<file path="config.mk">
export PLATFORM = sky130hd
export DESIGN_NAME = bee_sprite_render
export DESIGN_NICKNAME = d
export VERILOG_FILES = /design/src/rtl/bee_sprite_render.sv
export SDC_FILE = /design/constraint.sdc
export NUM_CORES = 1
export LEC_CHECK = 0
export BUFFER_PORTS_ARGS = -buffer_cell sky130_fd_sc_hd__buf_2
export CAP_MARGIN = 20
export CORE_MARGIN = 2
export CORE_UTILIZATION = 50
export DETAILED_ROUTE_END_ITERATION = 10
export GPL_TIMING_DRIVEN = 1
export PLACE_DENSITY = 0.72
export SYNTH_ARGS = -nofsm -noshare
export SYNTH_HDL_FRONTEND = slang
export SYNTH_SLANG_ARGS = --single-unit
</file>
<file path="constraint.sdc">
create_clock -name i_clk2 -period 7.1 [get_ports i_clk2]
set_input_delay 0 -clock i_clk2 [delete_from_list [all_inputs] [get_ports i_clk2]]
set_output_delay 0 -clock i_clk2 [all_outputs]
set_load 0.01 [all_outputs]
</file>
<file path="src/rtl/bee_sprite_render.sv">
// ---------------------------------------------------------------------------
// bee_sprite_render
//   Pixel-pipeline stage in front of the bee sprite ROM (34x27, 8-bit pixels,
//   1-cycle registered read). Hit-tests the scan position against the bee's
//   bounding box, generates the ROM address, and realigns the returned ROM
//   data with a delayed hit flag. Also owns the bee's on-screen position:
//   an invaders-style motion FSM steps it sideways once per frame, bounces
//   at the screen edges and drops one step per bounce until it lands.
//
//   Coordinate to pixel latency is fixed at 3 cycles:
//     N   : combinational hit test on i_x / i_y / i_active
//     N+1 : o_rom_addr registered
//     N+2 : ROM returns data
//     N+3 : o_pix_data / o_pix_on registered
//
// Optional feature (macro BEE_TRANSPARENT_KEY_EN):
//   when defined, ROM pixels equal to KEY_COLOR are treated as transparent
//   (o_pix_on=0, o_pix_data=0) so the background shows through.
//
// Ports:
//   i_clk2        pixel clock (shared with the sprite ROM)
//   i_rst_n       asynchronous active-low reset
//   i_x, i_y      current scan column / row
//   i_active      scan position is inside the visible area
//   i_frame_tick  one-cycle pulse at start of vertical blank
//   i_move_en     1 = motion FSM advances on frame tick
//   o_rom_addr    sprite ROM address
//   i_rom_data    sprite ROM data
//   o_pix_data    sprite pixel colour
//   o_pix_on      sprite pixel valid
//   o_bee_x/y     sprite top-left position
//   o_dir         0 = moving right, 1 = moving left
//   o_landed      sprite can drop no further
// ---------------------------------------------------------------------------
//   state    | meaning
//   S_RIGHT  | stepping right each enabled frame tick
//   S_LEFT   | stepping left each enabled frame tick
//   S_LANDED | reached the bottom; position frozen until reset
// ---------------------------------------------------------------------------
module bee_sprite_render #(
  parameter int         SPR_W     = 34,
  parameter int         SPR_H     = 27,
  parameter int         H_ACTIVE  = 640,
  parameter int         V_ACTIVE  = 480,
  parameter int         START_X   = 100,
  parameter int         START_Y   = 50,
  parameter int         STEP      = 4,
  parameter int         DROP      = 8,
  parameter logic [7:0] KEY_COLOR = 8'h00
) (
  input  logic       i_clk2,
  input  logic       i_rst_n,
  input  logic [9:0] i_x,
  input  logic [9:0] i_y,
  input  logic       i_active,
  input  logic       i_frame_tick,
  input  logic       i_move_en,
  output logic [9:0] o_rom_addr,
  input  logic [7:0] i_rom_data,
  output logic [7:0] o_pix_data,
  output logic       o_pix_on,
  output logic [9:0] o_bee_x,
  output logic [9:0] o_bee_y,
  output logic       o_dir,
  output logic       o_landed
);

  typedef enum logic [1:0] {
    S_RIGHT  = 2'd0,
    S_LEFT   = 2'd1,
    S_LANDED = 2'd2
  } state_t;

  state_t     state_q, state_d;
  logic [9:0] bx_q, bx_d;
  logic [9:0] by_q, by_d;
  logic       dir_q, dir_d;

  logic [9:0] addr_q, addr_d;
  logic       hit1_q, hit2_q;
  logic [7:0] pix_data_q, pix_data_d;
  logic       pix_on_q, pix_on_d;

  // ---------------- stage 0: hit test and address ----------------
  // 11-bit compares so bx+SPR_W / by+SPR_H cannot wrap near the screen edge.
  logic [10:0] x11, y11, bx11, by11;
  logic        hit;
  logic [9:0]  dx, dy;

  assign x11  = {1'b0, i_x};
  assign y11  = {1'b0, i_y};
  assign bx11 = {1'b0, bx_q};
  assign by11 = {1'b0, by_q};

  assign hit = i_active &&
               (x11 >= bx11) && (x11 < bx11 + 11'(SPR_W)) &&
               (y11 >= by11) && (y11 < by11 + 11'(SPR_H));

  assign dx = i_x - bx_q;
  assign dy = i_y - by_q;

  // Offsets are only meaningful on a hit; outside the box the address is 0.
  assign addr_d = hit ? (dy * 10'(SPR_W) + dx) : 10'd0;

  // ---------------- stage 3: pixel output ----------------
  always_comb begin
    pix_data_d = 8'h00;
    pix_on_d   = 1'b0;
`ifdef BEE_TRANSPARENT_KEY_EN
    if (hit2_q && (i_rom_data != KEY_COLOR)) begin
      pix_data_d = i_rom_data;
      pix_on_d   = 1'b1;
    end
`else
    if (hit2_q) begin
      pix_data_d = i_rom_data;
      pix_on_d   = 1'b1;
    end
`endif
  end

  always_ff @(posedge i_clk2 or negedge i_rst_n) begin
    if (!i_rst_n) begin
      addr_q     <= 10'd0;
      hit1_q     <= 1'b0;
      hit2_q     <= 1'b0;
      pix_data_q <= 8'h00;
      pix_on_q   <= 1'b0;
    end else begin
      addr_q     <= addr_d;
      hit1_q     <= hit;
      hit2_q     <= hit1_q;
      pix_data_q <= pix_data_d;
      pix_on_q   <= pix_on_d;
    end
  end

  // ---------------- motion FSM ----------------
  logic   bounce;
  state_t bounce_state;

  always_comb begin
    state_d      = state_q;
    bx_d         = bx_q;
    by_d         = by_q;
    dir_d        = dir_q;
    bounce       = 1'b0;
    bounce_state = state_q;

    if (i_frame_tick && i_move_en) begin
      case (state_q)
        S_RIGHT: begin
          if (bx11 + 11'(STEP + SPR_W) <= 11'(H_ACTIVE)) begin
            bx_d = bx_q + 10'(STEP);
          end else begin
            bx_d         = 10'(H_ACTIVE - SPR_W);
            bounce       = 1'b1;
            bounce_state = S_LEFT;
          end
        end
        S_LEFT: begin
          if (bx11 >= 11'(STEP)) begin
            bx_d = bx_q - 10'(STEP);
          end else begin
            bx_d         = 10'd0;
            bounce       = 1'b1;
            bounce_state = S_RIGHT;
          end
        end
        default: ;
      endcase

      // Landing leaves dir untouched so o_dir reports the last travel direction.
      if (bounce) begin
        if (by11 + 11'(DROP + SPR_H) <= 11'(V_ACTIVE)) begin
          by_d    = by_q + 10'(DROP);
          state_d = bounce_state;
          dir_d   = (bounce_state == S_LEFT);
        end else begin
          by_d    = 10'(V_ACTIVE - SPR_H);
          state_d = S_LANDED;
        end
      end
    end
  end

  always_ff @(posedge i_clk2 or negedge i_rst_n) begin
    if (!i_rst_n) begin
      state_q <= S_RIGHT;
      bx_q    <= 10'(START_X);
      by_q    <= 10'(START_Y);
      dir_q   <= 1'b0;
    end else begin
      state_q <= state_d;
      bx_q    <= bx_d;
      by_q    <= by_d;
      dir_q   <= dir_d;
    end
  end

  assign o_rom_addr = addr_q;
  assign o_pix_data = pix_data_q;
  assign o_pix_on   = pix_on_q;
  assign o_bee_x    = bx_q;
  assign o_bee_y    = by_q;
  assign o_dir      = dir_q;
  assign o_landed   = (state_q == S_LANDED);

endmodule

</file>
### Word-level counts from Yosys, hierarchy flattened

Cells that the tools add are included.

* register bits after elaboration: 44
* input port bits: 33
* output and inout bits: 41

* multiply operators: 1
* add/sub/neg operators: 10
* reduce and logical (&&, ||, !) cells: 10
* muxes and demuxes: 16
* magnitude comparators: 7
* equal/unequal tests: 3

Operator list (number)
* 10-bit two-way mux: 4
* 10-bit by 6-bit adder with 11-bit output (second input constant): 3
* 10-bit by 11-bit less-than comparator with 1-bit output: 2
* 10-bit greater-or-equal comparator: 2
* 10-bit one-hot mux with 2 select lines: 1
* 10-bit subtractor: 2
* 10-bit by 5-bit adder with 11-bit output (second input constant): 1
* 11-bit by 10-bit less-or-equal comparator with 1-bit output (second input constant): 1
* 11-bit by 9-bit less-or-equal comparator with 1-bit output (second input constant): 1
* 10-bit adder: 1
* 10-bit by 3-bit adder with 10-bit output (second input constant): 1
* 10-bit by 4-bit adder with 10-bit output (second input constant): 1
* 10-bit by 3-bit greater-or-equal comparator with 1-bit output (second input constant): 1
* 10-bit by 5-bit multiplier with 9-bit output (second input constant): 1
* 10-bit by 3-bit subtractor with 10-bit output (second input constant): 1
* 2-bit two-way mux: 4
* 8-bit two-way mux: 1
* 1-bit logical AND: 5
* 2-bit by 1-bit equality test with 1-bit output (second input constant): 2
* 1-bit two-way mux: 4
* 2-bit one-hot mux with 2 select lines: 1
* 2-bit AND reduction: 2
* 3-bit AND reduction: 1
* 2-bit equality test (second input constant): 1
* other kinds (3): 3

### Logic depth before layout (Yosys ltp)

Gate-level depths: netlist (run 1).

* depth in word-level cells: 6
* mapped depth: 19
* mapped depth without buffers: 19

### Worst setup path before layout (run 1)

No wires, ideal clock.

* kind: register -> register
* from: register by_q[1], in the netlist o_bee_y[1]
* to: register addr_q[9], in the netlist o_rom_addr[9]
* stages on the path, launching flop included: 20
* setup time: 0.119 ns
* buffers on the path: 0
* setup slack: 2.858 ns
* period minus slack after synthesis: 4.242 ns
* data arrival time: 4.123 ns
* cells stage by stage: dfstp_2 -> inv_1 -> ha_1 -> nor2b_1 -> o21ai_0 -> a21boi_0 -> o21ai_0 -> nor2b_1 -> xnor2_1 -> ha_1 -> ha_1 -> fa_1 -> xor2_1 -> fa_1 -> xnor2_1 -> xnor2_1 -> xnor2_1 -> xnor3_1 -> xnor2_1 -> nor2_1

* word-level cells in the longest chain between the ends: 4
* elaborated cells on any way between the ends: 9

Ends and longest elaborated chain
* from (decl): line 76 `logic [9:0] by_q, by_d;`
* from (signal assigned): line 191 `by_q <= 10'(START_Y);`
* from (signal assigned): line 196 `by_q <= by_d;`
* 10-bit subtractor (tied with other cells): line 100 `assign dy = i_y - by_q;`
* 10-bit by 5-bit multiplier with 9-bit output (tied with other cells): line 103 `assign addr_d = hit ? (dy * 10'(SPR_W) + dx) : 10'd0;`
* 10-bit adder or 1-bit logical AND (tied branches): line 103, 97
* 10-bit two-way mux (*): line 103
* via addr_d[9]: line 79 `logic [9:0] addr_q, addr_d;`
* to (signal assigned): line 130 `addr_q <= addr_d;`
* to (decl): line 79

Mark *: on every way through the listed nets, which the timed path passes. The rest lies on a longest branch.
A chain may end at the register's enable or synchronous reset.

### Worst setup path after layout (run 1)

* from: register by_q[0], in the netlist o_bee_y[0]
* to: register addr_q[9], in the netlist o_rom_addr[9]

The elaborated chain is that of the path after synthesis.

==> results of run 1 <==
[routing by layer]
layer	up-vias	global-route usage
li1	1884	-
met1	1818	0.292
met2	110	0.385
met3	14	0.0273
met4	0	0.0673
met5	-	0
[sequential cells by signal, summed over array words and instances, names as in the netlist]
signal / flops
state_q: 2
o_bee_y: 9
o_pix_data: 8
o_pix_on: 1
o_rom_addr: 10
hit2_q: 1
hit1_q: 1
o_bee_x: 9
o_dir: 1
[final timing paths]
check / end / slack, ns
setup / recovery: o_rom_addr[9] / 2.52
hold / removal: o_dir / 0.03
setup reg to reg: o_rom_addr[9] / 2.52
hold reg to reg: hit2_q / 0.35
max in group asynchronous: o_bee_y[5] / 6.42
min in group asynchronous: o_rom_addr[1] / 0.12
[power breakdown]
group	total (mW)	internal [mW]	switching, mW
combinational	1.71	0.782	0.924
clock	0.230	0.141	0.0895
sequential	0.417	0.300	0.116
total	2.35	1.22	1.13
[repair_timing]
item,CTS,global route
hold buffers,10,0
hold endpoints to repair,45,0
setup buffers,0,0
endpoints found under the setup margin,0,0
[cell usage after synthesis (all sizes together) (3+ instances only)]
library cell	instances
ha	71
nand3	12
nor2	35
o21ai	28
a31oi	8
xnor2	26
or3	6
dfstp	6
o211ai	4
nand2	21
xor2	9
and2	10
clkbuf	10
a211oi	6
a21o	7
dfrtp	36
nand4	6
nor3	15
buf	9
or2	6
o21a	5
inv	35
nor2b	8
nand4b	3
fa	11
and4	3
a21oi	28
a22oi	6
nand2b	5
a21boi	3
o41ai	3
[worst max-delay path, cell delays in order (launching register included)]
cell      delay [ns]
dfrtp_1         0.56
ha_1            0.26
inv_1           0.06
fa_1            0.40
a21o_1          0.17
a21oi_1         0.29
o21bai_1        0.11
a21oi_1         0.18
xnor2_1         0.14
ha_1            0.28
fa_1            0.45
xor2_1          0.18
fa_1            0.37
xnor2_1         0.22
xnor2_1         0.16
xnor2_1         0.15
xnor3_1         0.25
xnor2_1         0.16
nor2_1          0.05
[placed cells by master (no fill, tap or decap), drive strengths merged, types with 3 or more instances in the layout]
cell type    synthesis  final
ha                  71     71
and2                10     10
a21o                 7      7
dfrtp               36     36
nand4                6      6
nand3               12     12
o21ai               28     28
nand4b               3      3
or2                  6      6
dfstp                6      6
nand2               21     21
a22oi                6      6
nor2                35     35
a21boi               3      3
o41ai                3      3
dlygate4sd3          0     10
a211oi               6      6
and4                 3      3
xor2                 9      9
buf                  9     74
nor2b                8      8
a21oi               28     28
inv                 35     35
nor3                15     15
clkbuf              10      5
a31oi                8      8
or3                  6      6
xnor2               26     26
fa                  11     11
o211ai               4      4
nand2b               5      5
o21a                 5      5
[cell type report]
cell class	count	area, sq um	share of cell area
inverter	35	131	0.0260
clock inverter	3	68.8	0.0136
sequential	42	1060	0.209
multi-input combinational	388	3100	0.614
timing repair buffer	84	488	0.0966
clock buffer	5	68.8	0.0136
tap	108	135	0.0267
[cells by family after synthesis]
group | synth area share
compound gates | 0.196
flops | 0.241
other cells | 0.00171
buf+inv | 0.0519
xor+xnor | 0.0750
simple gates | 0.177
mux | 0.00485
fa+ha+maj | 0.253
==> key figures, run 1 <==
Status
  • Status: finished clean

Clock network
  • Total clock buffers created by CTS: 5
  • CTS tree: yes
  • Clock Latency Late Sink: about 0.3 ns
  • CTS Sinks: 42
  • Resized cells post-CTS: 0
  • CTS root buf: clkbuf_8
  • CTS max path bufs: 2
  • Clk slew on worst S/H paths: 0.09 ns
  • H-tree levels: 2

Setup path
  • Worst setup SP type: register
  • CP startpoint: o_bee_y[0]
  • R2R depth: 18
  • CP endpoint kind: register
  • FF-to-FF Start: o_bee_y[0]
  • Worst setup path class: register to register
  • CP max FO: 11
  • Worst path arrival time: 4.75 ns
  • CP required: between 7 and 8 ns

Logic synthesis
  • Syn_nets: 599
  • Synth Instances: 484
  • Seq/Total Area, Yosys: 0.241
  • Post-Syn Area: 4390 sq um
  • Register bit count reported by yosys: 42
  • Distinct cell type count after synthesis: between 70 and 80
  • Top cell type's share of synthesized area: 0.205
  • Number of synthesized flops with an enable pin: 0
  • Synth Area per Inst: ~9 sq um
  • Async SR Flop Fraction: 1.00
  • Synth warn: 0
  • Main area contributors after synthesis: dfrtp_1, ha_1, xnor2_1, fa_1, dfstp_2
  • Synth Flop Type: dfrtp_1
  • Leading area contributor after synthesis: dfrtp_1

Die
  • Core area: 8640 sq um
  • Die Y: 97.7 um
  • Top-level I/O count: 74
  • Die width: a little under 100 um
  • Cell row count: 34
  • Initial core utilization: 0.508
  • Die area: 9540 sq um

Placed design
  • Inst Count DP: 646
  • Port Buffers: 72
  • Routability cong.: 0.911
  • HPWL after detailed placement: 8.28 mm
  • DP Worst Slack: 2.54 ns
  • Post-DP Area: ~4800 sq um

Timing
  • Final setup viols: 0
  • Worst slew pin tran: ~0.85 ns
  • RSZ-0062 raised after global routing: false
  • Achievable Freq: 219 MHz
  • Max-slew violations: 0
  • Clock skew: 0.00780 ns
  • Final hold slack: about 0.026 ns
  • Fin crit share: 0.644
  • Setup tns final: 0 ns
  • Max_slew headroom: 0.431
  • Worst setup margin: ~2.5 ns
  • Final Critical Period: 4.58 ns
  • Final hold vios: 0

Route
  • Top sig layer: met4
  • DR WL/cell: between 15 and 20 um
  • DRC: 0
  • Via count: 3826
  • Met2 routed WL: between 5 and 6 mm
  • Met3 wire len: 482 um
  • Pre-antenna DRT Iters: 5
  • Post-route ant nets: 0
  • Initial DRC count: 134
  • WL final: 10.5 mm
  • Routed vias/inst: 5.75
  • M1 WL: 4.67 mm

Layout
  • Layout cell share with drive strength beyond 1: 0.190
  • Layout fillers: 744
  • Final std cells w/o fill: 665
  • Util after Layout: 0.585
  • Post-route cell area: between 5000 and 6000 sq um
  • # diodes: 0
  • Final net count: 671
  • Area Overhead vs Synth: 15.1%

GRT
  • All-Layer GR Usage: 0.223
  • Initial antenna violation count: 0
  • GRT overflow: 0
  • First-pass GRT wire length: 17.7 mm
  • Largest net degree at the start of global routing: 43
  • Via count of the first global-routing pass: 3739

Hold path
  • Hold Path Stages: 3
  • Hold WC Path Type: primary input to register
  • Hold Crit Start: i_move_en

Power
  • Max VDD drop: 0.249 mV
  • PD cells: 466 nW/um^2
  • Final Total Pwr: roughly 2.4 mW
  • LEAKAGE: 2.41 nW

Run
  • Max-cap viol count: 0
Note: power is estimated with default switching activity, not from simulation.
==> run 2: changes to the inputs <==
--- a/config.mk
+++ b/config.mk
@@ -11,7 +11,7 @@
 export CORE_UTILIZATION = 50
 export DETAILED_ROUTE_END_ITERATION = 10
 export GPL_TIMING_DRIVEN = 1
-export PLACE_DENSITY = 0.72
+export PLACE_DENSITY = 0.75
 export SYNTH_ARGS = -nofsm -noshare
 export SYNTH_HDL_FRONTEND = slang
 export SYNTH_SLANG_ARGS = --single-unit
==> constraint.sdc (replaced) <==
create_clock -name i_clk2 -period 4.2 [get_ports i_clk2]
set_input_delay 0 -clock i_clk2 [delete_from_list [all_inputs] [get_ports i_clk2]]
set_output_delay 0 -clock i_clk2 [all_outputs]
set_load 0.01 [all_outputs]
==> run 2 against run 1 <==
Compared with the run above: the flow now finishes with violations (negative setup slack); final cell count grew 2.0%; first-iteration DRC count rose by 19%; flip-flop and latch count stayed put; global-route usage is 1.2 points higher; die area unchanged; clock power grew 70%; critical endpoint unchanged.
==> key figures, run 2 (synthesized netlist as in run 1, its figures left out) <==
Status
  • Status: finished with violations
  • Failing checks: negative setup slack

Layout
  • Post-route cell area: 5250 sq um (+3.8%)
  • Commonest non-fill, non-tap cell in the layout: buf_2
  • Largest register FFs: 10 (unchanged)
  • # diodes: 0 (unchanged)
  • Final net count: 684 (+1.9%)
  • Commonest cells after routing, fill and taps aside: buf_2, ha_1, dfrtp_1
  • Area Overhead vs Synth: 19.5%
  • Layout fillers: 756 (+1.6%)
  • Layout cell share with drive strength beyond 1: 0.240 (+0.0500)

Setup path
  • Worst setup SP type: register
  • CP required: 4.38 ns (-2.90 ns)
  • CP endpoint kind: register
  • Crit path max-delay cell type: dfstp_2
  • Worst path arrival time: 4.38 ns (-0.37 ns)
  • WP buf/inv: 2 (+1)
  • Worst path top cell family by delay: adder cells
  • CP max FO: 5 (-6)
  • CP peak stage delay: 0.55 ns (about the same)
  • Worst setup path class: register to register
  • Worst-path cell chain: inv_2 > buf_4 > fa_2 > a21o_1 > a21oi_2 > o21bai_1 > a21oi_1 > xnor2_1 > ha_1 > fa_2 > xor2_1 > fa_2 > xnor2_2 > xnor2_2 > xnor2_1 > xnor3_1 > xnor2_1 > nor2_1

Timing
  • Setup tns final: -0.00582 ns (-0.00582 ns)
  • Final hold slack: 0.0319 ns (+0.00635 ns)
  • Worst setup margin: -0.00582 ns (-2.53 ns)
  • Max_slew headroom: 0.470 (+0.0391)
  • Final Critical Period: 4.21 ns (-0.369 ns)
  • RSZ-0062 raised after global routing: true
  • Final hold vios: 0 (unchanged)
  • Clock skew: 0.00873 ns (+0.000929 ns)
  • Final setup viols: 1 (+1)
  • Achievable Freq: 238 MHz (+8.8%)
  • Fin crit share: 1.00 (+0.357)
  • Worst slew pin tran: 0.793 ns (-0.0585 ns)
  • Max-slew violations: 0 (unchanged)

Clock network
  • CTS root buf: clkbuf_8
  • H-tree levels: 2 (unchanged)
  • Clk slew on worst S/H paths: 0.09 ns (about the same)
  • CTS max path bufs: 2 (unchanged)
  • CTS Sinks: 42 (unchanged)
  • Total clock buffers created by CTS: 5 (unchanged)
  • Clock Latency Late Sink: 0.30 ns (about the same)
  • CTS tree: yes

Placed design
  • Post-DP Area: 4880 sq um (+1.7%)
  • Routability cong.: 0.929 (+2.0%)
  • HPWL after detailed placement: 8.41 mm (+1.5%)
  • Port Buffers: 72 (unchanged)

GRT
  • Largest net degree at the start of global routing: 43 (unchanged)
  • Initial antenna violation count: 0 (unchanged)
  • Via count of the first global-routing pass: 3942 (+5.4%)
  • All-Layer GR Usage: 0.236 (+0.0125)
  • First-pass GRT wire length: 18.5 mm (+4.6%)
  • GRT overflow: 0 (unchanged)

Power
  • Final Total Pwr: 4.48 mW (+90%)
  • LEAKAGE: 2.50 nW (+3.7%)
  • Max VDD drop: 0.522 mV (+110%)
  • PD cells: 854 nW/um^2 (+83%)

Die
  • Initial core utilization: 0.508 (unchanged)
  • Die Y: 97.7 um (unchanged)
  • Core area: 8640 sq um (unchanged)
  • Top-level I/O count: 74 (unchanged)
  • Die width: 97.7 um (unchanged)
  • Die area: 9540 sq um (unchanged)
  • Cell row count: 34 (unchanged)

Run
  • Max-cap viol count: 0 (unchanged)

Route
  • Pre-antenna DRT Iters: 5 (unchanged)
  • DRC: 0 (unchanged)
  • Initial DRC count: 160 (+19%)
  • Via count: 3982 (+4.1%)
  • Post-route ant nets: 0 (unchanged)
  • DR WL/cell: 16.7 um (+5.5%)
  • Routed vias/inst: 5.87 (+2.1%)
  • WL final: 11.3 mm (+7.6%)

Hold path
  • Hold WC Path Type: primary input to register
-- run 2: worst paths after layout --
path	slack (ns)	end	startpoint	cells past startpoint
worst max-delay path	-0.006	o_rom_addr[9]	o_bee_y[1]	18
worst min-delay path	0.03	o_dir	i_move_en	3
worst max register to register	-0.006	o_rom_addr[9]	o_bee_y[1]	18
worst min register to register	0.36	hit2_q	hit1_q	0
max in group asynchronous	3.53	o_bee_y[5]	i_rst_n	3
min in group asynchronous	0.12	o_rom_addr[1]	i_rst_n	2
-- run 2: final cells by class --
cell class                 count  area, sq um  area share
clock buffer                   5         68.8      0.0131
clock inverter                 3         68.8      0.0131
inverter                      35          131      0.0250
multi-input combinational    388         3200       0.609
sequential                    42         1060       0.202
tap                          108          135      0.0258
timing repair buffer          97          586       0.112
-- run 2: worst reg2reg max path: stages, from the launching register on --
cell	delay (ns)
dfstp_2	0.55
inv_2	0.04
buf_4	0.14
fa_2	0.36
a21o_1	0.17
a21oi_2	0.17
o21bai_1	0.09
a21oi_1	0.16
xnor2_1	0.15
ha_1	0.29
fa_2	0.40
xor2_1	0.19
fa_2	0.42
xnor2_2	0.22
xnor2_2	0.15
xnor2_1	0.15
xnor3_1	0.25
xnor2_1	0.14
nor2_1	0.05
-- run 2: through the flow --
step	setup WS (ns)	instances	util
global placement	-0.0313	657	0.565
floorplan	0.0373	484	-
global route	-0.206	678	0.607
finish	-0.00582	678	0.607
detailed placement	-0.191	657	0.565
CTS	0.0126	675	0.595
-- run 2: metal layers --
layer	global-route usage	routed length, um	part of all wire
met1	0.292	4760	0.42
met2	0.415	5660	0.50
met3	0.0424	608	0.054
met4	0.0737	271	0.024
met5	0	0	0
-- run 2: timing repair --
item / CTS / global route
buffers inserted: 0 / 2
hold endpoints to repair: 45 / 0
endpoints found under the setup margin: 2 / 3
pin swaps: 3 / 11
hold buffers: 10 / 0
resized for setup: 7 / 12
-- run 2: report_power, final --
part | internal [mW] | switching, mW
clock | 0.238 | 0.152
combinational | 1.60 | 1.81
sequential | 0.506 | 0.169
